==> src/rtl/adder_pkg.sv <==
// adder_pkg: shared state encoding and width limit for the serial adder
package adder_pkg;
    typedef enum logic [1:0] {IDLE, BUSY, DONE} state_t;
    localparam int MAX_WIDTH = 64;
endpackage

==> src/rtl/full_adder.sv <==
// full_adder: one-bit full adder, the single arithmetic cell of the serial adder
module full_adder (
    input  logic a,
    input  logic b,
    input  logic c,
    output logic carry,
    output logic sum
);
    assign sum   = a ^ b ^ c;
    assign carry = (a & b) | (c & (a ^ b));
endmodule

==> src/rtl/serial_adder.sv <==
// serial_adder: LSB-first bit-serial WIDTH-bit adder with valid/ready on both sides
module serial_adder
    import adder_pkg::*;
#(
    parameter int WIDTH = 8
) (
    input  logic             clk,
    input  logic             rst,
    input  logic             in_valid,
    output logic             in_ready,
    input  logic [WIDTH-1:0] a,
    input  logic [WIDTH-1:0] b,
    input  logic             cin,
    output logic             out_valid,
    input  logic             out_ready,
    output logic [WIDTH-1:0] sum,
    output logic             cout
);
    localparam int CW = $clog2(WIDTH) + 1;

    state_t           state, state_nx;
    logic [WIDTH-1:0] a_sh, b_sh, s_sh;
    logic [WIDTH:0]   s_cat;
    logic [CW-1:0]    cnt;
    logic             carry, fa_carry, fa_sum, last;

    full_adder u_fa (
        .a(a_sh[0]),
        .b(b_sh[0]),
        .c(carry),
        .carry(fa_carry),
        .sum(fa_sum)
    );

    // new sum bit enters at the MSB; the concat keeps this legal for WIDTH=1
    assign s_cat     = {fa_sum, s_sh};
    assign last      = cnt == CW'(WIDTH - 1);
    assign in_ready  = state == IDLE;
    assign out_valid = state == DONE;
    assign sum       = s_sh;
    assign cout      = carry;

    // next state: accept in IDLE, count WIDTH edges in BUSY, wait for consumer in DONE
    always_comb begin
        state_nx = state;
        case (state)
            IDLE:    state_nx = in_valid ? BUSY : IDLE;
            BUSY:    state_nx = last ? DONE : BUSY;
            DONE:    state_nx = out_ready ? IDLE : DONE;
            default: state_nx = IDLE;
        endcase
    end

    // state register
    always_ff @(posedge clk) begin
        if (rst) state <= IDLE;
        else     state <= state_nx;
    end

    // datapath: load operands on accept, shift one bit per BUSY edge, hold otherwise
    always_ff @(posedge clk) begin
        if (rst) begin
            a_sh  <= '0;
            b_sh  <= '0;
            s_sh  <= '0;
            carry <= 1'b0;
            cnt   <= '0;
        end else if (state == IDLE && in_valid) begin
            a_sh  <= a;
            b_sh  <= b;
            s_sh  <= '0;
            carry <= cin;
            cnt   <= '0;
        end else if (state == BUSY) begin
            a_sh  <= a_sh >> 1;
            b_sh  <= b_sh >> 1;
            s_sh  <= s_cat[WIDTH:1];
            carry <= fa_carry;
            cnt   <= cnt + 1'b1;
        end
    end
endmodule
==> config.mk <==
export PLATFORM = sky130hd
export DESIGN_NAME = serial_adder
export DESIGN_NICKNAME = d
export VERILOG_FILES = /design/src/rtl/adder_pkg.sv /design/src/rtl/full_adder.sv /design/src/rtl/serial_adder.sv
export SDC_FILE = /design/constraint.sdc
export NUM_CORES = 1
export LEC_CHECK = 0
export BUFFER_PORTS_ARGS = -buffer_cell sky130_fd_sc_hd__buf_2
export CORE_MARGIN = 1.5
export CORE_UTILIZATION = 48
export DETAILED_ROUTE_END_ITERATION = 12
export MAX_ROUTING_LAYER = met4
export PLACE_DENSITY_LB_ADDON = 0.25
export SLEW_MARGIN = 30
export SYNTH_ARGS = -nofsm -noshare
export SYNTH_HDL_FRONTEND = slang
export SYNTH_SLANG_ARGS = --single-unit
==> constraint.sdc <==
create_clock -name clk -period 1.25 [get_ports clk]
set_clock_uncertainty 0.05 [all_clocks]
set_input_delay 0.0625 -clock clk [delete_from_list [all_inputs] [get_ports clk]]
set_output_delay 0.0625 -clock clk [all_outputs]
set_load 0.1 [all_outputs]
# Word-level counts from Yosys, hierarchy flattened
# Index checks and enable logic that the tools add are counted.
# op_classes
n_addsub,1
n_mul,0
div,0
n_lt_le_gt_ge,0
eq_ne,3
n_shift,0
n_mux,10
bitwise,5
n_reduce_logical,4
# op_table
cell,n
$mux W8,4
$pmux W2 S3,1
$add A4 B1 Y4 const B,1
$eq A4 B3 Y1 const B,1
$mux W2,2
$mux W1,3
$and A1 B1 Y1,2
$eq A2 B1 Y1 const B,1
$eq A2 B2 Y1 const B,1
$logic_not A2 Y1,1
$reduce_bool A2 Y1,1
$reduce_or A2 Y1,1
$xor A1 B1 Y1,2
$logic_and A1 B1 Y1,1
$or A1 B1 Y1,1
# word_totals
regBits,31
latchBits,0
mem_bits_rw,0
rom_bits,0
out_inout_bits,11
wordCells,29
mem_count,0

# Longest topological paths before layout
# Gate-level depths: netlist of run 1.
# logic_depth
ltp_word,5
mapped_depth,6
depth_no_buf,4

# Hierarchy
# Synthesis of run 1 repeated with hierarchy kept, for this count alone.
# unflattened
hier_cells,165
hier_area_um2,1391.3
# by_module_without_submodules
module,n_inst,cells_per_inst,area_per_inst_um2
serial_adder,1,164,1371.3
full_adder,1,1,20.0

# Worst setup path before layout of run 1
# No wires, ideal clock.
# synth_timing
path_kind,register to register
from,register state[0]
to,register state[1]
setup_time_ps,71
t_arrival_ps,2160
required_ps,1129
path_slack_ps,-1031
path_stages_with_launch,5
n_path_buf,1
cell_sequence,dfxtp_1 -> buf_2 -> nor2b_1 -> a2bb2oi_1 -> nor2_1
# synth_via
elab_chain_len,2
elab_cells_between_ends,4
classes_between,eq/ne: 2; mux: 1; reduce/logical: 1
# synth_lines
element,line,source
"start, declared",serial_adder.sv:21,"state_t state, state_nx;"
"start signal, assigned",serial_adder.sv:57,else state <= state_nx;
$eq A2 B2 Y1,-,
via out_valid,serial_adder.sv:14,"output logic out_valid,"
$pmux W2 S3,serial_adder.sv:46,case (state)
# The timed path passes the listed nets, and every way through them passes these cells.
# A chain may end at the register's enable or synchronous reset.

# Worst setup path in the final report of run 1
# layout_timing
from,register state[1]
to,register a_sh[0]
# layout_via
elab_chain_len,3
elab_cells_between_ends,5
classes_between,eq/ne: 1; mux: 1; reduce/logical: 3
# layout_lines
element,line,source
$logic_not A2 Y1,serial_adder.sv:68,end else if (state == IDLE && in_valid) begin
$logic_and A1 B1 Y1,serial_adder.sv:68,
$mux W8 or $reduce_bool A2 Y1 (tied branches),-,
"end signal, assigned",serial_adder.sv:75,a_sh <= a_sh >> 1;
"end, declared",serial_adder.sv:22,"logic [WIDTH-1:0] a_sh, b_sh, s_sh;"
# Parallel ways exist; a longest one is shown, timed or not.

==> run metrics, run 1 <==
Reg clk slew, reported paths=about 0.10 ns; Max Fclk=around 690 MHz; layout cell share with drive strength beyond 1=a little over half; Final nets=250; syn_area_per_cell=a little over 9 µm²; initial antenna violation count=0; Clock Tree Root=clkbuf_4; TritonCTS clock tree=yes; Cells after DPL=230; Synth Net Count=approximately 190; H-Tree Level Count=2; Most common cell on crit path=buf_6; register bit total from synthesis=31; status=complete, but fails checks; Multi-input gate area=about 940 µm²; total gr overflow=0; Via Count=approximately 1400; Placer Congestion=0.800; Tcrit/Tclk final=116%; Die Y-Extent=between 50 and 60 µm; fillers=~190; num rows=20; failing checks=negative setup slack; WP data required=1.44 ns; RSZ-0062 raised after global routing=yes; # DRC=0; Final Max Tran Viols=0; Setup CP Type=reg2reg; Syn. warnings=0; Final Core Density=77.1%; Finish-stage setup viols=25; Final Hold Viols=0; Critical Path, Cell by Cell=buf_6 > buf_6 > buf_4 > buf_6 > o21ba_4 > nor2_2 > nor3_2; Clk Latency, worst-skew pair=approximately 0.33 ns; setup ws final=-0.203 ns; largest net degree at the start of global routing=16; DRT Pass-1 Iters=4; Syn Inst Count=165; power per cell area=around 1000 mW/mm²; normalized max-slew margin=about two thirds; Die Footprint=about 0.0035 mm²; clock buffer depth=2; # diodes=0; CTS buffer count=5; Total GRT Usage=between 20% and 30%; Max rail drop VDD=slightly below 1000 µV; leakage power=around 0.89 nW; worst slew pin tran=~0.48 ns; sequential area share after synthesis=41.4%; Syn Std Cell Area=approximately 0.0015 mm²; CP delay by family, top=buffers and inverters; CP max-delay cell=dfxtp_2; startpoint class of the critical path=flop; Via density=about 5.3; CP max FO=5; DIE WIDTH=about 59 µm; vias in the first global route=1231; HPWL after DPL=around 2200 µm; IO buf count=31; slowest stage delay, CP=approximately 0.35 ns; Distinct cells, synth=32; Starting Density=49.9%; I/O Pins=32; worst hold path class=in2reg; max_cap viols=0; Tmin final=~1.5 ns; WL/cell=between 10 and 15 µm; Final Non-Filler Cells=261; critical path capture point type=flop; final wirelength=around 3700 µm; clock sinks=31; sequential standard cell area=between 600 and 700 µm²; Power, Total=about 2.4 mW; core area=~0.003 mm²; drt first-iter violations=65; global-route wire length before repair=roughly 5400 µm; buffers and inverters on the worst path=4; Final ANT Viol Nets=0; Arr. time, crit path=~1.6 ns; area grow syn2layout=54.5%
-- metal layers --
layer	up-vias	wire length, µm	GRT usage, %	share of wire [%]
met4	0	15	6.82	0.40
met2	37	1930	36.0	52
met1	664	1610	24.5	43
li1	686	-	-	-
met3	2	162	6.59	4.4
met5	-	0	-	0
-- Yosys cell counts --
cell | number | area [µm²]
a211oi_1 | 4 | 30.0
a211oi_2 | 8 | 100
a21oi_1 | 28 | 140
a2bb2oi_1 | 1 | 8.76
and2b_1 | 1 | 7.51
buf_12 | 1 | 20.0
buf_2 | 5 | 25.0
buf_4 | 3 | 22.5
buf_6 | 3 | 33.8
clkbuf_1 | 1 | 3.75
dfxtp_1 | 31 | 621
fa_1 | 1 | 20.0
ha_1 | 1 | 12.5
inv_1 | 1 | 3.75
nand2_1 | 32 | 120
nand2b_1 | 3 | 18.8
nand2b_2 | 1 | 8.76
nand2b_4 | 1 | 13.8
nand3_1 | 1 | 5.00
nand3_2 | 2 | 20.0
nand3b_1 | 2 | 15.0
nor2_1 | 12 | 45.0
nor2_4 | 8 | 90.1
nor2b_1 | 1 | 6.26
nor3_1 | 3 | 15.0
nor3b_4 | 1 | 18.8
o21ai_0 | 1 | 5.00
o21ba_2 | 1 | 10.0
or3_1 | 1 | 6.26
or3b_1 | 4 | 35.0
xnor2_1 | 1 | 8.76
xor2_1 | 1 | 8.76
-- layout make-up --
cell class                 count  share of cell area, %
clock buffer                   7                   2.81
clock inverter                 1                  0.324
inverter                       1                  0.162
multi-input combinational    120                   40.5
sequential                    31                   27.5
tap                           33                   1.78
timing repair buffer          68                   27.0
-- metrics by stage --
step / instance area (µm²) / hold slack [ns] / setup slack [ns] / TNS, ns
floorplan: 1540 / 0.148 / -0.115 / -0.823
global placement: 1800 / 0.256 / -0.00577 / -0.00582
detailed placement: 1800 / 0.264 / -0.0357 / -0.225
CTS: 2070 / 0.00160 / -0.146 / -1.04
global route: 2320 / 0.0438 / -0.233 / -3.26
finish: 2320 / 0.0120 / -0.203 / -2.29
-- cells by family after synthesis --
logic type	count (synthesis)	synth area share, %
AOI/OAI and AO/OA	43	19.6
adders and majority gates	2	2.17
and+or+nand+nor	73	28.4
DFF	31	41.4
xor gates and xnor gates	2	1.17
buffers and inverters	14	7.26
-- tightest hold or removal path, delay by kind of cell --
kind | cells | cell delay (ns)
AOI/OAI and AO/OA | 1 | 0.06
buffers and inverters | 2 | 0.16
and+or+nand+nor | 1 | 0.08
-- flip-flops by register name, summed over array words and instances (netlist names) --
signal and cells:
a_sh 8, b_sh 8, cnt 4, cout 1, state 2, sum 8
-- layout by cell type (no fill, tap or decap), types with 6 or more instances in the layout --
master	count
a211oi_2	11
a21oi_1	14
a21oi_2	7
a21oi_4	7
buf_12	6
buf_2	22
buf_4	8
buf_6	11
clkbuf_4	11
dfxtp_1	20
dfxtp_2	10
dlygate4sd3_1	14
nand2_1	29
nor2_1	10
nor2_4	9
-- path summary, 6_finish.rpt --
check                                          from                    to  slack, ns  cells past startpoint
worst max-delay path            state[1]$_SDFF_PP0_  a_sh[0]$_SDFFE_PP0P_      -0.20                      7
worst min-delay path                      out_ready   state[1]$_SDFF_PP0_       0.01                      4
worst max register to register  state[1]$_SDFF_PP0_  a_sh[0]$_SDFFE_PP0P_      -0.20                      7
worst min register to register  sum[0]$_SDFFE_PP0N_   sum[0]$_SDFFE_PP0N_       0.40                      2
-- power breakdown --
part	switching, mW	internal [mW]	total [mW]
clock	0.343	0.329	0.671
combinational	0.334	0.309	0.643
sequential	0.0522	1.05	1.10
-- what timing repair did --
item / CTS / global route
hold buffers: 14 / 0
pin swaps: 4 / 13
setup endpoints to repair: 19 / 37
gates resized for setup: 11 / 46
cloned: 0 / 2
endpoints found under the hold margin: 14 / 0
buffers inserted: 3 / 4
Power figures use the tool's default switching activity.
==> inputs of run 2 (changes only) <==
--- a/config.mk
+++ b/config.mk
@@ -7,11 +7,13 @@
 export LEC_CHECK = 0
 export BUFFER_PORTS_ARGS = -buffer_cell sky130_fd_sc_hd__buf_2
 export CORE_MARGIN = 1.5
-export CORE_UTILIZATION = 48
+export CORE_UTILIZATION = 47
 export DETAILED_ROUTE_END_ITERATION = 12
 export MAX_ROUTING_LAYER = met4
 export PLACE_DENSITY_LB_ADDON = 0.25
 export SLEW_MARGIN = 30
 export SYNTH_ARGS = -nofsm -noshare
 export SYNTH_HDL_FRONTEND = slang
+export SYNTH_HIERARCHICAL = 1
 export SYNTH_SLANG_ARGS = --single-unit
+export TNS_END_PERCENT = 1
==> constraint.sdc (replaced) <==
create_clock -name clk -period 1.25 [get_ports clk]
set_clock_uncertainty 0.05 [all_clocks]
set_input_delay 0.0625 -clock clk [delete_from_list [all_inputs] [get_ports clk]]
set_output_delay 0.0625 -clock clk [all_outputs]
set_load 0.05 [all_outputs]
==> run 2 against run 1 <==
Effect of this change:
- the flow still finishes with violations (negative setup slack)
- via count shrank 6.0%
- global-route usage shrank 0.091 points
- non-clock buffer count shrank 5
- worst setup slack gained 0.12 ns
- highest routed layer unchanged
- largest cell class unchanged
- critical path type is now reg2out
- synthesized area shrank 7.2%
- largest power group unchanged
- worst hold slack gained 0.099 ns
- maximum frequency grew 9.4%
==> run metrics, run 2 <==
CP delay by family, top=buffers and inverters; cell taking the most area after synthesis=dfxtp_1; global-route wire length before repair=5240 µm (-2.9%); vias in the first global route=1223 (-0.65%); count leader, synth=nand2_1; Most common cell on crit path=buf_6; final wirelength=3170 µm (-15%); core area=0.00278 mm² (-7.4%); CP max-delay cell=dfxtp_2; Setup CP Type=reg2out; worst hold path class=in2reg; Reg-to-Reg Start=state[1]$_SDFF_PP0_; commonest non-fill, non-tap cell in the layout=nand2_1; max_cap viols=0 (unchanged); Final nets=245 (-2.0%); Via density=5.14 (-3.5%); Critical Path, Cell by Cell=buf_6 > buf_6 > nor2b_4 > buf_6; Reg-to-Reg End=a_sh[5]$_SDFFE_PP0P_; Multi-input gate area=703 µm² (-25%); r2r setup slk=-0.08 ns (+0.12 ns); Starting Density=50.0% (+0.11 points); HPWL after DPL=2220 µm (+2.9%); slowest stage delay, CP=0.36 ns (about the same); initial antenna violation count=0 (unchanged); Die Y-Extent=57.4 µm (-2.5%); largest net degree at the start of global routing=15 (-1); Final ANT Viol Nets=0 (unchanged); Final Max Tran Viols=0 (unchanged); power per cell area=1130 mW/mm² (+8.4%); TritonCTS clock tree=yes; WP data required=1.14 ns (-0.30 ns); IO buf count=31 (unchanged); Via Count=1305 (-6.0%); WL/cell=12.5 µm (-12%); sequential standard cell area=626 µm² (-1.8%); Arr. time, crit path=1.22 ns (-0.42 ns); layout cell share with drive strength beyond 1=31.8% (-22 points); DIE WIDTH=57.4 µm (-2.5%); Most used DFF post-synth=dfxtp_1; Final Core Density=69.5% (-7.6 points); Clock Tree Root=clkbuf_4; I/O Pins=32 (unchanged); Syn. warnings=6 (+6); Syn Inst Count=165 (unchanged); H-Tree Level Count=2 (unchanged); leakage power=0.785 nW (-12%); Max rail drop VDD=1080 µV (+10%); total gr overflow=0 (unchanged); Post-synth top cells=nand2_1, dfxtp_1, a21oi_1; Cells on Worst Hold Path=4 (unchanged); combinational family with the most area after synthesis=simple AND/OR/NAND/NOR gates; worst slew pin tran=0.248 ns (-0.235 ns); clock sinks=31 (unchanged); Tmin final=1.33 ns (-0.124 ns); mux cell area share after synthesis=0% (unchanged); Final TNS setup=-0.881 ns (+1.41 ns); share of Yosys cell area claimed by the top area cell type=44.6% (+3.2 points); Simple-Gate Fraction of Synth Area=26.0% (-2.4 points); Hold Startpoint=b[0]; Final Hold Viols=0 (unchanged); setup slack at placement=-0.0794 ns (-0.0437 ns); number of flops mapped to enable cells by yosys=0 (unchanged); synth top area cells=dfxtp_1, a21oi_1, nand2_1; Hold EP=b_sh[0]$_SDFFE_PP0P_; Die Footprint=0.00330 mm² (-4.9%); normalized max-slew margin=83.6% (+16 points); clock buffer depth=2 (unchanged); # diodes=0 (unchanged); syn_area_per_cell=8.43 µm² (-7.2%); Clk Latency, worst-skew pair=0.33 ns (about the same); Compound-Gate Fraction of Synth Area=19.1% (-0.55 points); buffers and inverters on the worst path=3 (-1); Final Non-Filler Cells=254 (-2.7%); startpoint class of the critical path=flop; status=complete, but fails checks; register bit total from synthesis=31 (unchanged); Cells after DPL=228 (-0.87%); Async SR Flop Fraction=0% (unchanged); most frequent cells in the layout=nand2_1, buf_2, a21oi_1; Synth Net Count=188 (unchanged); setup ws final=-0.0789 ns (+0.124 ns); drt first-iter violations=66 (+1.5%); Distinct cells, synth=28 (-13%); RSZ-0062 raised after global routing=yes; worst reg2reg path depth=4 (-3); CTS buffer count=5 (unchanged); fillers=218 (+12%); DRT Pass-1 Iters=4 (unchanged); Tcrit/Tclk final=106% (-10 points); Max Fclk=753 MHz (+9.4%); num rows=19 (-5.0%); failing checks=negative setup slack; Finish-stage setup viols=16 (-36%); sequential area share after synthesis=44.6% (+3.2 points); area grow syn2layout=38.9%; Total GRT Usage=21.4% (-0.091 points); Placer Congestion=0.840 (+5.0%); Synth Area in Adders=2.34% (+0.17 points); critical path capture point type=primary output; CP max FO=4 (-1); # DRC=0 (unchanged); Synth Area in XOR/XNOR=1.26% (+0.090 points); Reg clk slew, reported paths=0.10 ns (about the same); Syn Std Cell Area=0.00139 mm² (-7.2%)
## run 2: logic make-up after synthesis
group | after synthesis
compound gates | 44
xor+xnor | 2
buf+inv | 13
flops | 31
simple gates | 73
fa+ha+maj | 2
## run 2: worst max-delay path by stage
| stage | from | end | depth (start not counted) |
|---|---|---|---|
| 2_1_floorplan | state[0]$_SDFF_PP0_ | in_ready | 2 |
| 3_3_place_gp | state[0]$_SDFF_PP0_ | a_sh[4]$_SDFFE_PP0P_ | 5 |
| 3_5_place_dp | state[0]$_SDFF_PP0_ | b_sh[5]$_SDFFE_PP0P_ | 5 |
| 4_1_cts | state[1]$_SDFF_PP0_ | out_valid | 4 |
| 5_1_grt | state[1]$_SDFF_PP0_ | out_valid | 4 |
| 6_report | state[1]$_SDFF_PP0_ | out_valid | 4 |
## run 2: report_power, final
group / total, mW / switching [mW] / internal [mW]
combinational: 0.426 / 0.217 / 0.209
clock: 0.675 / 0.346 / 0.329
sequential: 1.08 / 0.0346 / 1.05
## run 2: per-stage QoR
stage / hold WS, ns / total power [mW] / cell area (µm²)
after floorplan: 0.149 / 1.35 / 1400
after global placement: 0.258 / 1.46 / 1640
after detailed placement: 0.262 / 1.48 / 1640
after CTS: 0.104 / 2.18 / 1910
after global routing: 0.105 / 2.29 / 1930
final: 0.111 / 2.18 / 1930
## run 2: worst reg2reg max path: stages, from the launching register on
cell	delay (ns)
dfxtp_2	0.35
or3b_1	0.45
buf_4	0.20
nor2_1	0.11
a211oi_1	0.06
## run 2: what timing repair did
item / 4_1_cts / 5_1_grt
resized for setup: 7 / 6
cloned: 0 / 0
endpoints found under the setup margin: 21 / 30
setup buffers: 2 / 0
hold endpoints to repair: 15 / 0
hold buffers: 16 / 0
pin swaps: 4 / 1
## run 2: final cells by class
| class | instances | share of cell area, % |
|---|---|---|
| clock inverter | 1 | 0.388 |
| multi-input combinational | 121 | 36.4 |
| tap | 31 | 2.01 |
| timing repair buffer | 63 | 25.5 |
| clock buffer | 7 | 3.37 |
| sequential | 31 | 32.4 |
## run 2: layer usage
metal,GRT usage (%),vias up,share of wire [%]
met1,25.0,597,45
met4,5.98,0,1.3
met5,-,-,0
met3,6.35,6,4.7
li1,-,672,-
met2,35.7,30,49
